## config.mk

```make
export PLATFORM = sky130hd
export DESIGN_NAME = booth_mult_arbiter
export DESIGN_NICKNAME = d
export VERILOG_FILES = /design/src/rtl/booth_mult_arbiter.sv
export SDC_FILE = /design/constraint.sdc
export NUM_CORES = 1
export LEC_CHECK = 0
export ABC_AREA = 1
export BUFFER_PORTS_ARGS = -buffer_cell sky130_fd_sc_hd__buf_2
export CORE_MARGIN = 3
export CORE_UTILIZATION = 50
export DETAILED_ROUTE_END_ITERATION = 10
export GPL_ROUTABILITY_DRIVEN = 0
export GPL_TIMING_DRIVEN = 0
export PLACE_DENSITY_LB_ADDON = 0.3
export SYNTH_ARGS = -nofsm -noshare
export SYNTH_HDL_FRONTEND = slang
export SYNTH_SLANG_ARGS = --single-unit
```

## constraint.sdc

```tcl
create_clock -name CLK -period 4.7 [get_ports CLK]
set_clock_uncertainty 0.05 [all_clocks]
set_input_delay 0.235 -clock CLK [delete_from_list [all_inputs] [get_ports CLK]]
set_output_delay 0.235 -clock CLK [all_outputs]
set_load 0.02 [all_outputs]
```

## src/rtl/booth_mult_arbiter.sv

```systemverilog
// rtl/booth_mult_arbiter.sv - round-robin arbiter/sequencer sharing one 8x8 Booth multiplier
// Accepts one request per IDLE cycle, runs the multiplier start/done handshake, returns the product.
module booth_mult_arbiter #(
    parameter int NREQ = 4,
    parameter int CNTW = 16
) (
    input  logic                 CLK,
    input  logic                 RST,
    input  logic [NREQ-1:0]      req_valid,
    input  logic [8*NREQ-1:0]    req_a,
    input  logic [8*NREQ-1:0]    req_b,
    output logic [NREQ-1:0]      req_ready,
    output logic [NREQ-1:0]      rsp_valid,
    output logic [15:0]          rsp_product,
    output logic                 busy,
    output logic [CNTW-1:0]      op_count,
    output logic                 mul_start,
    output logic [7:0]           mul_a,
    output logic [7:0]           mul_b,
    input  logic                 mul_done,
    input  logic [15:0]          mul_product
);

    localparam int IDW = (NREQ > 1) ? $clog2(NREQ) : 1;

    typedef enum logic [1:0] {
        S_IDLE = 2'd0,
        S_RUN  = 2'd1,
        S_RESP = 2'd2
    } state_t;

    state_t          state_q;
    logic [IDW-1:0]  last_grant_q;
    logic [IDW-1:0]  gnt_id_q;
    logic [7:0]      op_a_q;
    logic [7:0]      op_b_q;
    logic [15:0]     prod_q;
    logic [CNTW-1:0] cnt_q;
    logic [NREQ-1:0] rsp_valid_q;
    logic            mul_start_q;
    logic            busy_q;

    logic [IDW-1:0]  pick_d;
    logic            pick_vld_d;
    logic [IDW-1:0]  scan_idx;

    // Search upward from the requester after the last grant, wrapping; NREQ need not be a power of two.
    always_comb begin
        pick_d     = '0;
        pick_vld_d = 1'b0;
        scan_idx   = '0;
        for (int i = 1; i <= NREQ; i++) begin
            scan_idx = IDW'((int'(last_grant_q) + i) % NREQ);
            if (!pick_vld_d && req_valid[scan_idx]) begin
                pick_vld_d = 1'b1;
                pick_d     = scan_idx;
            end
        end
    end

    always_comb begin
        req_ready = '0;
        if (state_q == S_IDLE && pick_vld_d && !RST) begin
            req_ready = NREQ'(1) << pick_d;
        end
    end

    always_ff @(posedge CLK) begin
        if (RST) begin
            state_q      <= S_IDLE;
            last_grant_q <= IDW'(NREQ - 1);
            gnt_id_q     <= '0;
            op_a_q       <= '0;
            op_b_q       <= '0;
            prod_q       <= '0;
            cnt_q        <= '0;
            rsp_valid_q  <= '0;
            mul_start_q  <= 1'b0;
            busy_q       <= 1'b0;
        end else begin
            case (state_q)
                S_IDLE: begin
                    if (pick_vld_d) begin
                        op_a_q       <= req_a[8*pick_d +: 8];
                        op_b_q       <= req_b[8*pick_d +: 8];
                        last_grant_q <= pick_d;
                        gnt_id_q     <= pick_d;
                        mul_start_q  <= 1'b1;
                        busy_q       <= 1'b1;
                        state_q      <= S_RUN;
                    end
                end
                S_RUN: begin
                    // Start stays high through the done cycle; it falls on the edge into RESP.
                    if (mul_done) begin
                        prod_q      <= mul_product;
                        mul_start_q <= 1'b0;
                        rsp_valid_q <= NREQ'(1) << gnt_id_q;
                        state_q     <= S_RESP;
                    end
                end
                S_RESP: begin
                    rsp_valid_q <= '0;
                    cnt_q       <= cnt_q + CNTW'(1);
                    busy_q      <= 1'b0;
                    state_q     <= S_IDLE;
                end
                default: begin
                    rsp_valid_q <= '0;
                    mul_start_q <= 1'b0;
                    busy_q      <= 1'b0;
                    state_q     <= S_IDLE;
                end
            endcase
        end
    end

    assign rsp_valid   = rsp_valid_q;
    assign rsp_product = prod_q;
    assign busy        = busy_q;
    assign op_count    = cnt_q;
    assign mul_start   = mul_start_q;
    assign mul_a       = op_a_q;
    assign mul_b       = op_b_q;

endmodule

```

==> results of run 1 <==
state kept, by name (all words and copies together) (netlist names):
name	flops
op_count	16
rsp_product	16
mul_a	8
mul_b	8
rsp_valid	4
gnt_id_q	2
last_grant_q	2
state_q	2
busy	1
mul_start	1
cell usage in the layout (no fill, tap or decap), types with 2 or more instances in the layout:
cell type,Yosys,layout
nand2_1,120,120
nor3_1,11,11
nand3_2,2,2
nor2_2,2,2
clkinv_1,2,2
buf_4,3,3
clkbuf_1,10,10
nand3_1,74,74
nor3b_1,2,2
clkbuf_8,0,10
o211ai_1,2,2
inv_2,5,5
a21oi_1,33,33
buf_2,11,154
bufinv_16,0,3
nand4_1,6,6
nand2_2,3,3
nor2_1,49,49
inv_1,20,20
xor2_1,3,3
o21ai_0,26,26
dfxtp_1,60,60
critical path, delay by kind of cell, from the launching register on:
kind                   cells  cell delay [ps]
DFF                        1              300
buffers and inverters      4              660
and+or+nand+nor            9             1050
path summary, 6_finish.rpt:
| check | startpoint | to | slack (ps) | cells past startpoint |
|---|---|---|---|---|
| hold reg to reg | rsp_valid[0] | rsp_valid[0] | 420 | 2 |
| hold / removal | mul_done | state_q[0] | 60 | 2 |
| setup reg to reg | last_grant_q[0] | mul_b[3] | 2610 | 13 |
| setup / recovery | last_grant_q[0] | req_ready[2] | 2050 | 13 |
kinds of logic (layout without fill, tap and decap cells):
| kind of cell | Yosys count | after routing | share of synthesized area (%) |
|---|---|---|---|
| adder cells (fa/ha/maj) | 1 | 1 | 0.4156 |
| XOR/XNOR | 3 | 3 | 0.8730 |
| flip-flops | 60 | 60 | 39.90 |
| buffers and inverters | 51 | 210 | 7.190 |
| AO/OA/AOI/OAI | 65 | 65 | 11.35 |
| AND/OR/NAND/NOR | 273 | 273 | 40.27 |
cell type report:
cell class | instances | area (um2) | area share (%)
plain buffers | 24 | 115.1 | 2.832
clock buffers | 10 | 137.6 | 3.386
clock inverters | 6 | 111.4 | 2.739
inverters | 27 | 101.3 | 2.493
multi-input cells | 342 | 1593 | 39.18
flip-flops and latches | 60 | 1201 | 29.55
well taps | 72 | 90.09 | 2.216
repair buffers | 143 | 715.7 | 17.61
power by group through the flow:
| stage | combinational (uW) | clock (uW) | sequential (uW) |
|---|---|---|---|
| finish | 1710 | 578 | 681 |
| global route | 1900 | 613 | 693 |
| CTS | 1700 | 582 | 679 |
| detailed placement | 1700 | 0 | 688 |
| global placement | 1670 | 0 | 687 |
| floorplan | 1150 | 0 | 783 |
routing by layer:
layer	vias up	wire length [um]	global-route usage (%)
met2	183	4330	44.97
li1	1804	-	-
met5	-	0	0
met1	1588	3552	29.72
met3	24	969	6.910
met4	0	235	10.96
through the flow:
step | hold slack [ps] | total power [uW]
floorplan | 274.4 | 1930
global placement | 398.1 | 2361
detailed placement | 404.7 | 2383
CTS | 61.77 | 2964
global route | 72.53 | 3207
finish | 64.71 | 2974
==> impl_metrics.py, run 1 <==
metrics = {
    "finish": {
        "diodes": 0,
        "nets": 695,
        "fill_cells": 494,
        "area_growth_syn_to_layout_pct": 35.04,
        "final_core_util_pct": 71.63,
        "drive_above_1_share_pct": 30.72,
        "final_cell_area_mm2": 0.004065,
        "fin_cells": 684,
    },
    "worst_setup_path": {
        "crit_path_frequent_cell": "nand2_1",
        "endpoint_kind": "output pin",
        "slowest_stage": "dfxtp_1",
        "required_ps": 4410,
        "cp_slowest_stage_delay_ps": 300,
        "path_cells": "buf_4 -> inv_2 -> nand2_1 -> nand2_1 -> nand2_2 -> nand2_2 -> nor2_2 -> nand3_2 -> nand2_1 -> inv_2 -> nand2_1 -> nor3_1 -> buf_2",
        "worstPathMaxFanout": 10,
        "crit_arrival_ps": 2370,
        "worstSetupPathType": "reg -> out",
        "critPathLaunchType": "flop",
    },
    "yosys": {
        "yosysMostFrequentCell": "nand2_1",
        "synth_common_cells": "120 x nand2_1, 74 x nand3_1, 60 x dfxtp_1, 49 x nor2_1, 33 x a21oi_1",
        "ys_async_sr_fraction_pct": 0,
        "synth-seq-cells": 60,
        "yosysSeqAreaShare_pct": 39.90,
        "synth_area_per_cell_um2": 6.645,
        "netlist_area_mm2": 0.003010,
        "syn_nets": 541,
        "synth_area_leader_cell": "dfxtp_1",
        "synth_ff_type": "dfxtp_1",
        "synth_area_leaders": "dfxtp_1 40%, nand2_1 15%, nand3_1 12%, nor2_1 6.1%, a21oi_1 5.5%",
        "synth-edff-count": 0,
        "synth.top_cell.area_share_pct": 39.90,
        "synth_cells": 453,
        "yosys_warnings": 0,
        "synthDistinctLibCells": 29,
    },
    "power_and_ir_drop": {
        "power_per_cell_area_mw_per_mm2": 731.5,
        "power_frac_clock_pct": 19.4,
        "comb_power_share_pct": 57.7,
        "p_leak_uw": 0.002007,
        "p_int_uw": 1540,
        "swShare_pct": 48.23,
        "ir_drop_uv": 752.6,
        "p_seq_share_pct": 22.9,
        "switching_power_uw": 1434,
    },
    "floorplanning": {
        "start_util_pct": 53.04,
        "core-area_mm2": 0.005675,
        "dieHeight_um": 83.60,
        "die_w_um": 83.60,
        "dieArea_mm2": 0.006988,
        "io_pins": 145,
        "rows": 27,
    },
    "sta": {
        "fmax_ghz": 0.3772,
        "finalCritPeriodShare_pct": 56.40,
        "fin_crit_ps": 2651,
        "tns_ps": 0,
        "drv_slew": 0,
        "hold_viol": 0,
        "slew_headroom_pct": 68.03,
        "tightest_slew_ps": 479.5,
        "rsz0062_at_grt": "false",
        "setup_ws_ps": 2049,
        "setup_viol": 0,
    },
    "routing": {
        "via_per_inst": 5.262,
        "dr.pass1.iters": 5,
        "drt_iter0_drc": 203,
        "routedWlPerCell_um": 13.28,
        "wl_um": 9086,
        "drc_errors": 0,
        "detail-route-antenna-nets": 0,
        "vias": 3599,
    },
    "clock_tree": {
        "max-clock-path-buffers": 2,
        "ctsHoldBuffers": 0,
        "post_cts_buffers": 0,
        "cts_sinks": 60,
        "root_buffer": "clkbuf_8",
        "cts_buffers": 9,
        "htreeDepth": 3,
        "clk_latency_ps": 340,
        "cts_tree": "done",
        "clkTransAtPathRegs_ps": 70,
        "cts_resized": 0,
    },
    "hold_path": {
        "hp-class": "in -> reg",
    },
    "flow_run": {
        "cap_violations": 0,
    },
    "placed_design": {
        "place_hpwl_um": 6844,
        "post-place-ws_ps": 2476,
        "dp.cells": 668,
        "portBuffers": 143,
        "placed_area_mm2": 0.003816,
    },
    "outcome": {
        "outcome": "complete, no violations",
    },
    "global_routing": {
        "grt_max_degree": 12,
        "grt_antenna_before_repair": 0,
        "grt_usage_pct": 25.85,
        "gr-total-overflow": 0,
        "grt_pass1_wl_um": 14870,
        "grt_pass1_vias": 3342,
    },
}
(Power assumes the default switching activity.)
==> run 2: changes to the inputs <==
Settings changed: CORE_UTILIZATION 50 to 42.
Clock period 4.7 ns to 2.4 ns, I/O delays scaled along.
==> run 2 against run 1 <==
  * Worst setup slack got worse by 1900 ps
  * Combinational power increased by 110%
  * Routed wire length increased by 5.2%
  * Die area increased by 18%
  * Worst hold slack got worse by 31 ps
  * Highest routed layer unchanged
  * Global-route usage decreased by 2.8 points
  * First-iteration DRC count decreased by 60%
  * Via count increased by 2.4%
  * Total power increased by 110%
==> impl_metrics.py, run 2 (synthesis gave the netlist of run 1 again) <==
metrics = {
    "worst_setup_path": {
        "cp.depth": 13,
        "crit_path_frequent_cell": "nand2_1",
        "worstSetupPathType": "reg -> out",
        "r2r-start": "last_grant_q[0]",
        "worstPathMaxFanout": 10,
        "cpLargestDelayFamily": "buffers and inverters",
        "cp-startpoint": "last_grant_q[0]",
        "setup.worst_path.end": "req_ready[0]",
        "critPathLaunchType": "flop",
        "rr_worst_depth": 14,
        "slowest_stage": "dfxtp_1",
        "crit_arrival_ps": 2100,
        "endpoint_kind": "output pin",
        "required_ps": 2230,
        "timing.rr.end": "mul_a[5]",
        "rrSetupSlack_ps": 200,
        "cp_slowest_stage_delay_ps": 320,
        "path_buf_inv": 6,
        "path_cells": "buf_6 -> inv_4 -> nand2_1 -> nand2_1 -> nand2_1 -> inv_1 -> a21boi_1 -> nand2_1 -> clkinv_1 -> nand2_1 -> clkbuf_4 -> nor3_2 -> buf_4",
    },
    "finish": {
        "nets": 713,
        "fin_cells": 726,
        "final_core_util_pct": 63.39,
        "fill_cells": 649,
        "diodes": 0,
        "layout_common_cells": "149 x buf_2, 116 x nand2_1, 73 x nand3_1",
        "multi_input_area_mm2": 0.001643,
        "drive_above_1_share_pct": 31.59,
        "area_growth_syn_to_layout_pct": 44.64,
        "seqCellArea_mm2": 0.001202,
        "layout_commonest_cell": "buf_2",
    },
    "power_and_ir_drop": {
        "power_per_cell_area_mw_per_mm2": 1405,
        "finalPower_uw": 6118,
        "p_leak_uw": 0.002092,
        "ir_drop_uv": 1385,
    },
    "routing": {
        "via_per_inst": 5.077,
        "vias": 3686,
        "detail-route-antenna-nets": 0,
        "drc_errors": 0,
        "wl_um": 9559,
        "routedWlPerCell_um": 13.17,
        "dr.pass1.iters": 5,
        "drt_iter0_drc": 82,
    },
    "sta": {
        "slew_headroom_pct": 67.36,
        "fmax_ghz": 0.4398,
        "finalCritPeriodShare_pct": 94.73,
        "setup_viol": 0,
        "tightest_slew_ps": 485.9,
        "hold_viol": 0,
        "drv_slew": 0,
        "hold_ws_ps": 33.27,
        "fin_crit_ps": 2274,
    },
    "global_routing": {
        "grt_max_degree": 17,
        "grt_usage_pct": 23.10,
        "gr-total-overflow": 0,
        "grt_antenna_before_repair": 0,
        "grt_pass1_vias": 3483,
        "grt_pass1_wl_um": 15550,
    },
    "flow_run": {
        "cap_violations": 0,
    },
    "placed_design": {
        "dp.cells": 692,
        "portBuffers": 143,
        "place_hpwl_um": 7145,
    },
    "outcome": {
        "outcome": "complete, no violations",
    },
    "clock_tree": {
        "cts_buffers": 9,
        "cts_sinks": 60,
        "cts_tree": "done",
        "max-clock-path-buffers": 2,
        "clk_latency_ps": 340,
        "root_buffer": "clkbuf_8",
        "htreeDepth": 3,
        "clkTransAtPathRegs_ps": 80,
    },
    "floorplanning": {
        "dieArea_mm2": 0.008219,
        "io_pins": 145,
        "start_util_pct": 43.83,
        "die_w_um": 90.66,
        "dieHeight_um": 90.66,
        "rows": 30,
        "core-area_mm2": 0.006869,
    },
    "hold_path": {
        "min_path_cells": 5,
        "hp-class": "in -> reg",
    },
}
[run 2: cell types whose count changed in the layout (fill, tap and decap cells not counted), moves of 4 or more]
cell           delta
nand2_2           +4
nand2_1           -4
dlygate4sd3_1    +17
buf_2             -5
[run 2: what timing repair did]
item / 4_1_cts / 5_1_grt
setup buffers: 1 / 1
hold buffers: 17 / 0
pin swaps: 0 / 3
resized for setup: 5 / 19
setup endpoints to repair: 4 / 16
endpoints found under the hold margin: 17 / 0
[run 2: layout make-up]
type	count	share of cell area, %
repair buffers	162	20.75
inverters	27	2.443
plain buffers	23	3.046
clock inverters	7	2.816
multi-input cells	342	37.73
well taps	96	2.759
flip-flops and latches	60	27.61
clock buffers	9	2.845
[run 2: stage by stage]
step	instance area, um2	setup TNS, ps	worst slack, ps
2_1_floorplan	3010	0	377.9
3_3_place_gp	3846	0	297.1
3_5_place_dp	3846	0	269.6
4_1_cts	4283	0	13.37
5_1_grt	4354	-21.78	-21.78
6_report	4354	0	126.4
[run 2: metal layers]
metal / GRT usage, % / routed length [um] / part of all wire [%] / vias to the layer above
li1: - / - / - / 1847
met1: 26.33 / 3793 / 40 / 1658
met2: 40.27 / 4785 / 50 / 159
met3: 5.167 / 774 / 8.1 / 22
met4: 11.73 / 206 / 2.2 / 0
met5: 0 / 0 / 0 / -
[run 2: where the power goes]
group / switching (uW) / internal (uW)
registers: 116 / 1210
logic: 2400 / 1260
clock network: 438 / 694
total: 2950 / 3170
[run 2: worst min-delay path by stage]
stage	to	start	slack, ps
after CTS	mul_b[6]	req_b[6]	20
after global routing	mul_a[1]	req_a[25]	60
after detailed placement	state_q[0]	mul_done	310
after global placement	state_q[0]	mul_done	290
final	mul_b[1]	req_b[1]	30
after floorplan	state_q[0]	mul_done	160
[run 2: tightest hold or removal path, stage by stage]
cell and delay, ps:
buf_2 80, nand2_1 40, nand2_1 50, nor2_1 40, nor2_1 70
==> run 3: changes to the inputs <==
Settings changed: CORE_UTILIZATION 42 to 43, CTS_BUF_LIST from default to sky130_fd_sc_hd__clkbuf_8, MAX_ROUTING_LAYER from default to met4.
==> run 3 against run 2 <==
  * Fmax rose by 0.63%
  * Cell area rose by 1.2%
  * Sequential power barely moved
  * Register-to-register slack improved by 30 ps
  * Sequential share of layout area fell by 0.32 points
  * Flip-flop and latch count did not move
  * Critical endpoint unchanged
  * Largest cell class unchanged
  * Largest power group unchanged
==> impl_metrics.py, run 3 (synthesis gave the netlist of run 1 again) <==
metrics = {
    "worst_setup_path": {
        "worstPathMaxFanout": 8,
        "endpoint_kind": "output pin",
        "path_cells": "buf_4 -> inv_6 -> nand2_1 -> nand2_1 -> nand2_1 -> nand2_2 -> nor2_4 -> nand3_4 -> clkinv_1 -> nor2_2 -> buf_4 -> nor3_1 -> buf_2",
        "rr_worst_depth": 15,
        "critPathLaunchType": "flop",
        "worstSetupPathType": "reg -> out",
        "slowest_stage": "dfxtp_1",
        "r2r-start": "last_grant_q[0]",
        "timing.rr.end": "mul_a[3]",
        "required_ps": 2230,
        "crit_arrival_ps": 2090,
        "cp_slowest_stage_delay_ps": 310,
        "crit_path_frequent_cell": "nand2_1",
        "rrSetupSlack_ps": 230,
    },
    "global_routing": {
        "grt_pass1_vias": 3308,
        "grt_pass1_wl_um": 14720,
        "gr-total-overflow": 0,
        "grtUsageMet2_pct": 41.76,
        "top_usage_layer": "met2",
        "grt_use_met3_pct": 3.558,
        "grt_usage_pct": 24.23,
        "grt_antenna_before_repair": 0,
        "grt_max_degree": 12,
        "use_met1_pct": 27.73,
    },
    "routing": {
        "dr.pass1.iters": 4,
        "drc_errors": 0,
        "vias": 3726,
        "via_per_inst": 5.104,
        "routedWlPerCell_um": 13.25,
        "drt_iter0_drc": 114,
        "wl_um": 9675,
        "detail-route-antenna-nets": 0,
    },
    "sta": {
        "hold_viol": 0,
        "tightest_slew_ps": 474.6,
        "tns_ps": 0,
        "fin_crit_ps": 2259,
        "drv_slew": 0,
        "fmax_ghz": 0.4426,
        "setup_viol": 0,
        "finalCritPeriodShare_pct": 94.14,
        "hold_ws_ps": 39.61,
        "setup_ws_ps": 140.7,
        "slew_headroom_pct": 68.36,
    },
    "finish": {
        "fill_cells": 620,
        "diodes": 0,
        "area_growth_syn_to_layout_pct": 46.34,
        "final_cell_area_mm2": 0.004405,
        "layout_common_cells": "149 x buf_2, 114 x nand2_1, 73 x nand3_1",
        "nets": 720,
        "layout_commonest_cell": "buf_2",
        "drive_above_1_share_pct": 32.81,
    },
    "hold_path": {
        "whs_endpoint": "mul_b[6]",
        "hp-class": "in -> reg",
        "hold_start": "req_b[6]",
        "min_path_cells": 5,
    },
    "clock_tree": {
        "clk_latency_ps": 330,
        "max-clock-path-buffers": 2,
        "cts_buffers": 9,
        "root_buffer": "clkbuf_8",
        "clkTransAtPathRegs_ps": 70,
        "cts_tree": "done",
        "htreeDepth": 3,
        "cts_sinks": 60,
    },
    "outcome": {
        "outcome": "complete, no violations",
    },
    "placed_design": {
        "post-place-ws_ps": 242.5,
        "portBuffers": 143,
        "place_hpwl_um": 7144,
        "placed_area_mm2": 0.003842,
    },
    "floorplanning": {
        "dieHeight_um": 89.67,
        "start_util_pct": 45.84,
        "dieArea_mm2": 0.008041,
        "core-area_mm2": 0.006568,
        "rows": 29,
        "io_pins": 145,
        "die_w_um": 89.67,
    },
    "power_and_ir_drop": {
        "power_per_cell_area_mw_per_mm2": 1424,
        "ir_drop_uv": 1292,
        "p_leak_uw": 0.002127,
        "finalPower_uw": 6274,
    },
    "flow_run": {
        "cap_violations": 0,
    },
}
[run 3: cell count changes in the layout (fill, tap and decap cells not counted), sizes merged]
| cell | change |
|---|---|
| buf | +8 |
| clkinvlp | -1 |
| clkinv | +1 |
| inv | -1 |
[run 3: layer usage]
layer	up-vias	part of all wire, %	routed length (um)
met3	22	7.9	766
met5	-	0	0
met4	0	2.1	203
met2	183	50	4847
met1	1663	40	3858
li1	1858	-	-
[run 3: final cells by class]
| class | count | area, um2 | share of cell area, % |
|---|---|---|---|
| clock buffer | 10 | 137.6 | 3.124 |
| buffer | 23 | 121.4 | 2.755 |
| tap | 93 | 116.4 | 2.641 |
| inverter | 27 | 108.9 | 2.471 |
| multi-input combinational | 342 | 1652 | 37.49 |
| timing repair buffer | 169 | 955.9 | 21.70 |
| clock inverter | 6 | 111.4 | 2.528 |
| sequential | 60 | 1202 | 27.29 |
[run 3: worst max path at each step]
stage                          startpoint      endpoint  slack [ps]  cells past startpoint
final                     last_grant_q[0]  req_ready[0]         140                     13
after CTS                 last_grant_q[0]  req_ready[2]         0.2                     13
after floorplan           last_grant_q[0]  req_ready[2]         380                     12
after global placement    last_grant_q[0]  req_ready[2]         270                     13
after detailed placement  last_grant_q[0]  req_ready[2]         240                     13
after global routing      last_grant_q[0]  req_ready[0]         -20                     14
[run 3: worst max-delay path: cells and delay by family (launching register included)]
| family | cells | cell delay (ps) |
|---|---|---|
| AND/OR/NAND/NOR | 8 | 790 |
| buffers and inverters | 5 | 650 |
| flip-flops | 1 | 310 |
[run 3: what timing repair did]
action,CTS,global route
pin swaps,0,5
endpoints found under the setup margin,4,12
hold buffers,17,0
endpoints found under the hold margin,17,0
gates resized for setup,6,20
setup buffers,1,8
[run 3: through the flow]
stage / instances / utilization [%]
2_1_floorplan: 453 / -
5_1_grt: 730 / 67.08
6_report: 730 / 67.08
4_1_cts: 723 / 65.35
3_3_place_gp: 689 / 58.51
3_5_place_dp: 689 / 58.51
[run 3: power by group]
part / internal, uW / leakage [uW] / switching [uW]
registers: 1210 / 0.000491 / 118
clock network: 718 / 0.000122 / 416
logic: 1380 / 0.00151 / 2430
